--- src/rtl/srambank_ctrl_pkg.sv ---
// Shared types for the two-requester SRAM bank controller: FSM states,
// requester ids and the read-return tag carried alongside each issue.
package srambank_ctrl_pkg;

  localparam int AW_DEF = 8;
  localparam int DW_DEF = 20;

  typedef enum logic {
    INIT = 1'b0,
    RUN  = 1'b1
  } ctrl_state_e;

  typedef enum logic {
    REQ_A = 1'b0,
    REQ_B = 1'b1
  } req_id_e;

  // One entry of the return pipeline: was the issued access a read, and who asked.
  typedef struct packed {
    logic    read;
    req_id_e id;
  } tag_t;

  localparam tag_t TAG_IDLE = '{read: 1'b0, id: REQ_A};

endpackage

--- src/rtl/rr_arb2.sv ---
// Two-way round-robin arbiter. A lone requester always wins; on a conflict
// the requester that did not win the most recent accepted grant goes first.
module rr_arb2
  import srambank_ctrl_pkg::*;
(
  input  logic       clk,
  input  logic       rst,
  input  logic [1:0] valid,
  input  logic       accept,
  output logic [1:0] grant
);

  req_id_e last_grant;

  // One-hot grant; bit 0 is requester A, bit 1 is requester B.
  always_comb begin
    grant = 2'b00;
    if (valid[0] && (!valid[1] || last_grant == REQ_B)) begin
      grant = 2'b01;
    end else if (valid[1]) begin
      grant = 2'b10;
    end
  end

  // Remember the winner only when its request is actually taken.
  always_ff @(posedge clk or posedge rst) begin
    if (rst) begin
      last_grant <= REQ_B;
    end else if (accept) begin
      last_grant <= grant[1] ? REQ_B : REQ_A;
    end
  end

endmodule

--- src/rtl/srambank_arb2_64x4x20.sv ---
// Controller for one 256x20 SRAM bank shared by two requesters. After reset
// it optionally zero-fills the bank, then arbitrates round-robin between A
// and B, registers each accepted access onto the bank pins and returns read
// data to the issuing port two cycles after acceptance.
module srambank_arb2_64x4x20
  import srambank_ctrl_pkg::*;
#(
  parameter int AW        = AW_DEF,
  parameter int DW        = DW_DEF,
  parameter bit INIT_ZERO = 1'b1
) (
  input  logic          clk,
  input  logic          rst,
  input  logic          a_valid,
  output logic          a_ready,
  input  logic          a_write,
  input  logic [AW-1:0] a_addr,
  input  logic [DW-1:0] a_wdata,
  output logic          a_rsp_valid,
  output logic [DW-1:0] a_rsp_data,
  input  logic          b_valid,
  output logic          b_ready,
  input  logic          b_write,
  input  logic [AW-1:0] b_addr,
  input  logic [DW-1:0] b_wdata,
  output logic          b_rsp_valid,
  output logic [DW-1:0] b_rsp_data,
  output logic [AW-1:0] mem_address,
  output logic [DW-1:0] mem_wd,
  output logic          mem_banksel,
  output logic          mem_read,
  output logic          mem_write,
  input  logic [DW-1:0] mem_dataout,
  output logic          init_done
);

  localparam logic [AW-1:0] INIT_LAST = '1;

  ctrl_state_e   state;
  logic [AW-1:0] init_cnt;
  tag_t          tag_s1;
  tag_t          tag_s2;

  logic          run_ok;
  logic [1:0]    req_valid;
  logic [1:0]    grant;
  logic          accept;
  logic          sel_b;
  req_id_e       req_id;
  logic          req_write;
  logic [AW-1:0] req_addr;
  logic [DW-1:0] req_wdata;

  // Requests are only visible to the arbiter in RUN and never while reset is held.
  assign run_ok    = (state == RUN) && !rst;
  assign req_valid = {b_valid, a_valid} & {2{run_ok}};

  rr_arb2 u_arb (
    .clk    (clk),
    .rst    (rst),
    .valid  (req_valid),
    .accept (accept),
    .grant  (grant)
  );

  assign a_ready   = grant[0];
  assign b_ready   = grant[1];
  assign accept    = grant[0] | grant[1];
  assign sel_b     = grant[1];
  assign req_id    = sel_b ? REQ_B : REQ_A;
  assign req_write = sel_b ? b_write : a_write;
  assign req_addr  = sel_b ? b_addr  : a_addr;
  assign req_wdata = sel_b ? b_wdata : a_wdata;

  // FSM and zero-fill counter; RUN is entered on the edge that puts the last fill write on the pins.
  always_ff @(posedge clk or posedge rst) begin
    if (rst) begin
      state     <= INIT_ZERO ? INIT : RUN;
      init_cnt  <= '0;
      init_done <= !INIT_ZERO;
    end else begin
      case (state)
        INIT: begin
          init_cnt <= init_cnt + AW'(1);
          if (init_cnt == INIT_LAST) begin
            state     <= RUN;
            init_done <= 1'b1;
          end
        end
        RUN: begin
          state <= RUN;
        end
        default: begin
          state <= RUN;
        end
      endcase
    end
  end

  // Bank-input flops: fill writes in INIT, accepted requests in RUN, otherwise deselect and hold addr/data.
  always_ff @(posedge clk or posedge rst) begin
    if (rst) begin
      mem_address <= '0;
      mem_wd      <= '0;
      mem_banksel <= 1'b0;
      mem_read    <= 1'b0;
      mem_write   <= 1'b0;
    end else if (state == INIT) begin
      mem_address <= init_cnt;
      mem_wd      <= '0;
      mem_banksel <= 1'b1;
      mem_read    <= 1'b0;
      mem_write   <= 1'b1;
    end else if (accept) begin
      mem_address <= req_addr;
      mem_wd      <= req_wdata;
      mem_banksel <= 1'b1;
      mem_read    <= !req_write;
      mem_write   <= req_write;
    end else begin
      mem_banksel <= 1'b0;
      mem_read    <= 1'b0;
      mem_write   <= 1'b0;
    end
  end

  // Return tags: stage 1 travels with the pins, stage 2 lines up with the bank's read data.
  always_ff @(posedge clk or posedge rst) begin
    if (rst) begin
      tag_s1 <= TAG_IDLE;
      tag_s2 <= TAG_IDLE;
    end else begin
      tag_s1 <= accept ? '{read: !req_write, id: req_id} : TAG_IDLE;
      tag_s2 <= tag_s1;
    end
  end

  assign a_rsp_valid = tag_s2.read && (tag_s2.id == REQ_A);
  assign b_rsp_valid = tag_s2.read && (tag_s2.id == REQ_B);
  assign a_rsp_data  = mem_dataout;
  assign b_rsp_data  = mem_dataout;

endmodule

--- config.mk ---
export PLATFORM = sky130hd
export DESIGN_NAME = srambank_arb2_64x4x20
export DESIGN_NICKNAME = d
export VERILOG_FILES = /design/src/rtl/srambank_ctrl_pkg.sv /design/src/rtl/rr_arb2.sv /design/src/rtl/srambank_arb2_64x4x20.sv
export SDC_FILE = /design/constraint.sdc
export NUM_CORES = 1
export LEC_CHECK = 0
export ABC_CLOCK_PERIOD_IN_PS = 1770
export CAP_MARGIN = 20
export CORE_ASPECT_RATIO = 1.1
export CORE_UTILIZATION = 37
export CTS_CLUSTER_SIZE = 8
export DETAILED_ROUTE_END_ITERATION = 16
export PLACE_DENSITY = 0.82
export SLEW_MARGIN = 30
export SYNTH_ARGS = -nofsm -noshare
export SYNTH_HDL_FRONTEND = slang
export SYNTH_SLANG_ARGS = --single-unit
--- constraint.sdc ---
create_clock -name clk -period 1.77 [get_ports clk]
set_clock_uncertainty 0.05 [all_clocks]
set_input_delay 0.354 -clock clk [delete_from_list [all_inputs] [get_ports clk]]
set_output_delay 0.354 -clock clk [all_outputs]
set_load 0.03 [all_outputs]
==> results, run 1 <==
- The area share of the leading cell type in the synthesized netlist is 45.8%.
- The detailed router finished its first iteration with 103 violations.
- The simple-gate share of the synthesized area is 16.8%.
- The post-detailed-route DRC marker count is 0.
- The TritonCTS clock tree is built.
- The count of nets left with antenna violations once routing finished came out at 0.
- The number of buffers inserted by port buffering is 97.
- The number of antenna diodes in the final layout is 0.
- The number of nets produced by synthesis is 322.
- The clock reaches the later pin of the worst-skew pair after 0.29 ns.
- The post-synthesis cell type count is 38.
- Power spread over the standard cell area amounts to 617 nW/um2.
- Summed over all instances, the cell type with the most area after synthesis is dfrtp_1.
- The effective utilization at floorplan is 39.0%.
- The capturing element type of the critical path is a primary output.
- The library cell used most frequently in the layout, excluding fill and tap cells, is clkdlybuf4s50_1.
- The initial antenna violation count is 0.
- The cell area after technology mapping is 2460 um2.
- The via density per instance is 5.24.
- The multiplexer fraction of the synthesized cell area is 0.458%.
- For this run, the register share of the synthesized area comes to 46.9%.
- After layout, the worst path uses 101% of the clock period.
- The global placer's final weighted congestion is 0.797.
- STA puts the critical path data required time at 1.37 ns.
- The number of pins with negative max-slew slack in the final report is 0.
- In the final layout, flip-flops and latches occupy 1150 um2.
- Setup violations remaining at the end of the flow were counted as 1.
- The warning count from the yosys run is 0.
- Setup repair after global routing could not meet its margin everywhere.
- The top cell types in the final layout, fill and taps aside, are clkdlybuf4s50_1 (71), dfrtp_1 (45), buf_4 (27), dlymetal6s2s_1 (19), and3_1 (16).
- Clock tree synthesis inserted a total of 5 buffers.
- Setup slack on the critical path of the routed design comes to -0.0166 ns.
- The compound-cell area share of the yosys netlist is 14.8%.
- The arrival time reported for the critical path endpoint is 1.38 ns.
- The hold violation total from the final report is 0.
- The root buffer selected by CTS is clkbuf_8.
- The HPWL after detailed placement is 4.81 mm.
- The largest net degree at the start of global routing is 29.
- The share of post-route cells with drive strength above 1 is 15.7%.
- After clock tree synthesis, the clock-pin slew on the worst setup and hold paths is 0.09 ns.
- During I/O placement, the number of pins put on the boundary was 158.
- For this block, the via count after detailed routing is 2,085.
- The number of register bits inferred by synthesis is 46.
- The floorplan step defined a die boundary enclosing 6980 um2.
- After synthesis, the cell types taking the most area are dfrtp_1 (46%), buf_4 (12%), a221o_1 (5.7%).
- The main combinational cell family by area after synthesis is buffers and inverters.
- The total global-route track usage is 19.1%.
- The worst-case headroom to the max-slew limit is 76.3%.
- The final cell utilization of the core is 57.3%.
- The synthesized-area fraction occupied by adder cells is 0.509%.
- The class of the most critical hold timing path is in2async.
- The multi-input combinational cells in the finished layout cover a total of 875 um2.
- The mean cell area of the mapped netlist is 10.3 um2.
- The net count of the finished layout is 400.
- The post-synthesis share of cell area spent on xor and xnor gates is 2.49%.
- The flow ran to the end, but the final reports show violations.
- The area growth from synthesis to layout is 47.1%.
- In the synthesized netlist the async set-or-reset flop fraction comes to 100%.
- The number of global-route vias before repair is 2,133.
- The prevailing post-synth register cell is dfrtp_1.
- The count of mapped cells out of synthesis is 239.
- At the placement stage, the worst setup path has a slack of -0.168 ns.
- The core region is 6310 um2.
- The number of enable flip-flop cells after synthesis is 0.
- The fmax is 0.560 GHz.
- The floorplan has 30 rows.
- After layout, the minimum clock period comes to 1.79 ns.
- The largest vdd supply drop is 372 uV.
- The wire length of the first global-routing pass is 10.2 mm.
- In the final routed layout, each cell accounts on average for 16.2 um.
- Counting the fill cells in the layout gives 550.
- The final reports fail on negative setup slack.
- The transition time at the pin with the least slew margin is 0.355 ns.
- Across the run, the number of max-cap violations was 0.
- The standby leakage power is 1.95 nW.
- The tree built by TritonCTS fans out to 46 sinks.
- The type of element launching the critical path is a primary input.
- The final routed wirelength across all metal layers is 6.43 mm.
- For this design, the CTS-stage hold fixing added 0 buffers.
- In this run the vertical extent of the chip is 87.5 um.
- The kind of critical path is in2out.
- The width of the die is 79.7 um.
- The longest clock path from root to sink contains 2 buffers.
- Of all nets on the critical path, the largest fanout is 4.
- In this run the number of H-tree levels came out at 2.
- The total iterations of the first detailed-routing run is 4.
- The overall overflow remaining after global route is 0.
[metal layers]
| layer | part of all wire (%) | wire length (um) | track usage [%] |
|---|---|---|---|
| met5 | 0 | 0 | 0 |
| met4 | 2.4 | 153 | 7.27 |
| met3 | 6.7 | 430 | 4.61 |
| met2 | 53 | 3380 | 33.3 |
| met1 | 38 | 2470 | 22.5 |
[stage by stage]
| stage | setup TNS [ns] | std cells | hold WS [ns] | area (um2) | power (W) |
|---|---|---|---|---|---|
| 2_1_floorplan | 0 | 239 | 0.281 | 2460 | 0.00128 |
| 3_3_place_gp | -2.68 | 385 | 0.281 | 3370 | 0.00129 |
| 3_5_place_dp | -3.64 | 385 | 0.287 | 3370 | 0.00129 |
| 4_1_cts | -0.0404 | 394 | 0.307 | 3530 | 0.00225 |
| 5_1_grt | -0.0365 | 398 | 0.208 | 3620 | 0.00231 |
| 6_report | -0.0166 | 398 | 0.200 | 3620 | 0.00223 |
[final cells by class]
| type | count | share of cell area [%] |
|---|---|---|
| clock buffers | 6 | 2.28 |
| clock inverters | 2 | 1.66 |
| inverters | 10 | 1.04 |
| multi-input cells | 125 | 24.2 |
| flip-flops and latches | 46 | 31.9 |
| well taps | 80 | 2.77 |
| repair buffers | 129 | 36.2 |
[path summary, 6_finish.rpt]
check                      startpoint                to  slack [ns]  cells past startpoint
max                           b_valid           a_ready       -0.02                      5
min                               rst       mem_banksel        0.20                      4
max reg2reg                     state         mem_wd[5]        0.10                      5
min reg2reg                 tag_s1[0]         tag_s2[0]        0.30                      0
max in group asynchronous         rst  u_arb.last_grant        0.98                      5
min in group clk            tag_s1[0]         tag_s2[0]        0.30                      0
[worst max-delay path: stages]
cell	delay, ns
clkdlybuf4s50_1	0.47
buf_4	0.13
nand2b_1	0.08
and3_4	0.21
buf_6	0.14
[sequential cells by signal (all words and copies together), names as in the netlist]
name	count
mem_read	1
mem_wd	20
mem_write	1
init_done	1
u_arb.last_grant	1
state	1
mem_address	8
tag_s2	2
tag_s1	2
mem_banksel	1
init_cnt	8
[cells in the mapped netlist (2+ instances only)]
cell type	instances
dfrtp_1	45
buf_4	40
and3_1	16
nand3_1	15
a221o_1	14
inv_1	10
nand2_1	10
nor2b_1	10
a31oi_1	8
buf_2	7
clkbuf_1	7
nand4_1	6
o211ai_1	6
o311ai_1	5
xnor2_1	5
buf_6	4
nor2_1	4
a21boi_0	2
a21o_1	2
and2_1	2
nor3_1	2
o311ai_0	2
xor2_1	2
[power breakdown]
part | internal, W | total [W] | switching (W)
Clock | 0.000602 | 0.000958 | 0.000356
Sequential | 0.00105 | 0.00105 | 0
Combinational | 0.000149 | 0.000223 | 0.0000740
[kinds of logic after synthesis]
group	count (synthesis)
and+or+nand+nor	72
DFF	46
adders and majority gates	1
AOI/OAI and AO/OA	44
buffers and inverters	68
xor gates and xnor gates	7
muxes	1
[timing repair]
| action | 4_1_cts | 5_1_grt |
|---|---|---|
| endpoints found under the setup margin | 6 | 20 |
| pin swaps | 2 | 1 |
| gates resized for setup | 10 | 20 |
| endpoints found under the hold margin | 0 | 0 |
| buffers inserted | 1 | 4 |
No activity file was read; power rests on OpenSTA's default activity.
==> run 2: changes to the inputs <==
--- a/config.mk
+++ b/config.mk
@@ -9,6 +9,7 @@
 export CAP_MARGIN = 20
 export CORE_ASPECT_RATIO = 1.1
 export CORE_UTILIZATION = 37
+export CTS_CLUSTER_DIAMETER = 50
 export CTS_CLUSTER_SIZE = 8
 export DETAILED_ROUTE_END_ITERATION = 16
 export PLACE_DENSITY = 0.82
==> results of run 2 <==
Same layout as run 1: the final DEF is identical, and so are final timing and power.
==> run 3: changes to the inputs <==
--- a/config.mk
+++ b/config.mk
@@ -12,8 +12,9 @@
 export CTS_CLUSTER_DIAMETER = 50
 export CTS_CLUSTER_SIZE = 8
 export DETAILED_ROUTE_END_ITERATION = 16
-export PLACE_DENSITY = 0.82
+export PLACE_DENSITY = 0.8
 export SLEW_MARGIN = 30
 export SYNTH_ARGS = -nofsm -noshare
 export SYNTH_HDL_FRONTEND = slang
+export SYNTH_HIERARCHICAL = 1
 export SYNTH_SLANG_ARGS = --single-unit
==> run 3 against run 2 <==
The flow still finishes with violations (negative setup slack). First-iteration DRC count rose by 1.9%. Count of clock-buffer cells in the layout grew 2. Worst hold slack worse by 0.0066 ns. Cell area down 0.76%. Critical path depth grew 1. Combinational power is 24% lower. Worst setup slack gained 0.017 ns. Final cell count is 2.0% lower. Fmax up 0.93%. Critical endpoint unchanged. Highest routed layer unchanged.
==> results, run 3 <==
- Before CTS, the worst setup slack after placement is -0.449 ns.
- After detailed routing, the average wire length per cell comes to 14.8 um.
- The post-detailed-route DRC marker count is 0.
- In this run the mean area of a mapped cell was 10.5 um2.
- No sink is reached through more buffers than the 2 on the longest clock path.
- The most frequently used cell type in the post-synthesis netlist is dfrtp_1.
- The count of mapped cells out of synthesis is 243.
- The total area inside the core boundary comes to 6630 um2.
- The most used flip-flop cell after synthesis is dfrtp_1.
- After synthesis the netlist holds a flip-flop and latch count of 46.
- The number of antenna diodes is 0.
- TritonCTS built the clock tree.
- Power spread over the standard cell area amounts to 509 nW/um2.
- Summed over all layers, the global routing overflow is 0.
- The worst setup path is of the in2out kind.
- After synthesis the cells add up to 2560 um2.
- The transition time at the pin with the least slew margin is 0.411 ns.
- The number of global-route vias before repair was 1,827.
- Of the cells placed in the final design, the portion with a size suffix greater than 1 is 12.3%.
- The most area-hungry cell type in the Yosys netlist is dfrtp_1.
- For this design the top-level I/O count stands at 158.
- More flip-flops sit in one register than any other, and that register is mem_wd.
- Counting every net in the synthesized netlist gives 326.
- The run finished, with violations left.
- The checks that failed: negative setup slack.
- Summed over its instances, the top area cell type makes up 43.9% of the synthesized netlist area.
- After legalization and detailed placement, the total HPWL measured 4.16 mm.
- The count of final setup violators is 1.
- The clock transition time at the flip-flop clock pins of the worst setup and hold paths is 0.08 ns.
- Summing over every cut layer, the via total after detailed routing is 1,928.
- The congestion estimate from routability-driven global placement came to 0.806.
- The fmax is 0.565 GHz.
- The critical-path maximum fanout is 4.
- Sorting the synthesized cells by area gives the leading types as dfrtp_1 (44%), buf_4 (12%), mux2i_1 (7.8%).
- The share of the clock period used by the worst path after layout is 100%.
- The antenna violation net count after detailed routing is 0.
- The max-cap check violation count is 0.
- Setup repair after global routing could not meet its margin everywhere.
- The largest registers in the layout are mem_wd x20, init_cnt x8, mem_address x8.
- The number of inserted filler cells in the final layout is 575.
- The vertical extent of the die is 89.3 um.
- The total number of nets in the final design is 390.
- The path class of the tightest hold or removal check is in2async.
- The register area share after synthesis is 45.0%.
- The tree is rooted in a clkbuf_8.
- For this block, the routed nets add up to 5.76 mm of wire.
- The violation count after the first detailed-routing iteration is 105.
- The area growth from synthesis to layout is 40.0%.
- The standby leakage power is 1.99 nW.
- Counting flops with an async set or reset pin after synthesis yields a share of 100%.
- The number of hold-repair buffers added at the cts stage is 0.
- In this run, distinct cell masters in the synthesized netlist total 35.
- The number of pins with negative max-slew slack in the final report is 0.
- The maximum level of the CTS H-tree is 2.
- Once the floorplan was initialized, standard cells occupied 38.6% of the core.
- Clock tree synthesis inserted a total of 5 buffers.
- The capturing element type of the critical path is a primary output.
- The clock sink total is 46.
- By count the netlist is led by dfrtp_1 (45), buf_4 (41), nand2_1 (24).
- The standard-cell row count is 31.
- The warning count from the yosys run is 6.
- The area enclosed by the die boundary is 7260 um2.
- The initial antenna violation count is 0.
- Summing internal, switching and leakage power gives 0.00183 W.
- The number of buffers inserted by port buffering is 97.
- The first global-routing pass estimated 8.87 mm of wire.
- After layout, the minimum clock period comes to 1.77 ns.
- At the worst endpoint, the required time is 1.37 ns.
- The clock latency of the later-clocked register in the worst-skew pair is 0.29 ns.
- The worst-case IR drop observed on VDD is 341 uV.
- The number of flip-flops under the largest register name is 20.
- In the layout the commonest cells are clkdlybuf4s50_1 (79), dfrtp_1 (45), nand2_1 (24), mux2i_1 (20), o211a_1 (20).
- STA classifies the critical path startpoint as a primary input.
- The total global-route track usage is 16.0%.
- After detailed routing, the number of vias per cell comes to 4.94.
- Headroom to the max-slew limit came out at 72.6%.
- The most common library cell in the layout ignoring fill and taps is clkdlybuf4s50_1.
- The pre-antenna-repair detailed-routing pass consisted of 4 iterations.
- The hold violation total from the final report is 0.
- For the worst setup path, the data arrival time is 1.37 ns.
- The number of enable flip-flop cells after synthesis is 0.
- The worst setup slack after layout is -0.0000783 ns.
- From left edge to right edge, the die measures 81.3 um.
- Entering global routing, the biggest net connects 41 pins.
## run 3: cell types whose count changed after synthesis, sizes merged, moves of 7 or more
cell | previous run | this run
o22ai | 0 | 8
and3 | 17 | 3
o311ai | 7 | 0
o21ai | 1 | 8
o211a | 0 | 20
nand2 | 10 | 24
nand3 | 15 | 3
a221o | 14 | 0
a211oi | 0 | 8
a31oi | 8 | 0
mux2i | 0 | 20
## run 3: final cells by class
cell class	instances	area (um2)	share of cell area, %
timing repair buffer	113	1180	32.9
inverter	12	48.8	1.36
sequential	46	1150	32.1
clock buffer	8	80.1	2.23
tap	82	103	2.86
multi-input combinational	129	1020	28.5
## run 3: through the flow
| step | util (%) | setup TNS, ns | std cells | hold slack (ns) | instance area [um2] |
|---|---|---|---|---|---|
| 2_1_floorplan | - | -24.74 | 243 | 0.194 | 2630 |
| 3_3_place_gp | 51.4 | -12.10 | 376 | 0.282 | 3410 |
| 3_5_place_dp | 51.4 | -12.31 | 376 | 0.304 | 3410 |
| 4_1_cts | 53.5 | -0.625 | 388 | 0.193 | 3550 |
| 5_1_grt | 54.1 | -0.0416 | 390 | 0.217 | 3590 |
| 6_report | 54.1 | -0.0000783 | 390 | 0.194 | 3590 |
## run 3: path summary, 6_finish.rpt
path	start	to	slack, ns	cells after the start
setup / recovery	rst	a_ready	-0.00008	6
hold / removal	rst	u_arb/last_grant	0.19	2
setup reg to reg	u_arb/last_grant	mem_wd[17]	0.08	7
hold reg to reg	tag_s1[1]	tag_s2[1]	0.32	0
max in group asynchronous	rst	mem_wd[5]	1.02	4
min in group clk	tag_s1[1]	tag_s2[1]	0.32	0
## run 3: report_power, final
part	internal, W	total [W]	leakage, nW	switching [W]
clock network	0.000281	0.000608	0.0395	0.000327
registers	0.00105	0.00105	0.605	0
logic	0.000122	0.000169	1.34	0.0000468
## run 3: cells by family after synthesis
| family | Yosys count | synth area share (%) |
|---|---|---|
| buffers and inverters | 68 | 16.9 |
| AOI/OAI and AO/OA | 50 | 15.8 |
| and+or+nand+nor | 49 | 10.5 |
| DFF | 46 | 45.0 |
| muxes | 22 | 8.84 |
| xor gates and xnor gates | 7 | 2.39 |
| adders and majority gates | 1 | 0.488 |
## run 3: worst max-delay path: stages
cell           delay, ns
dlygate4sd2_1       0.26
clkinvlp_4          0.10
and3_4              0.21
a21boi_4            0.21
buf_12              0.13
buf_8               0.11
## run 3: what timing repair did
action                     in CTS  in global routing
pin swaps                       2                  1
gates resized for setup        13                 14
setup buffers                   4                  3
setup endpoints to repair      34                 41
## run 3: layer usage
| metal | vias up | GRT usage [%] | part of all wire, % |
|---|---|---|---|
| met5 | - | 0 | 0 |
| met2 | 76 | 27.7 | 53 |
| met3 | 10 | 4.39 | 6.5 |
| met1 | 927 | 19.2 | 39 |
| met4 | 0 | 5.03 | 1.4 |
| li1 | 915 | - | - |
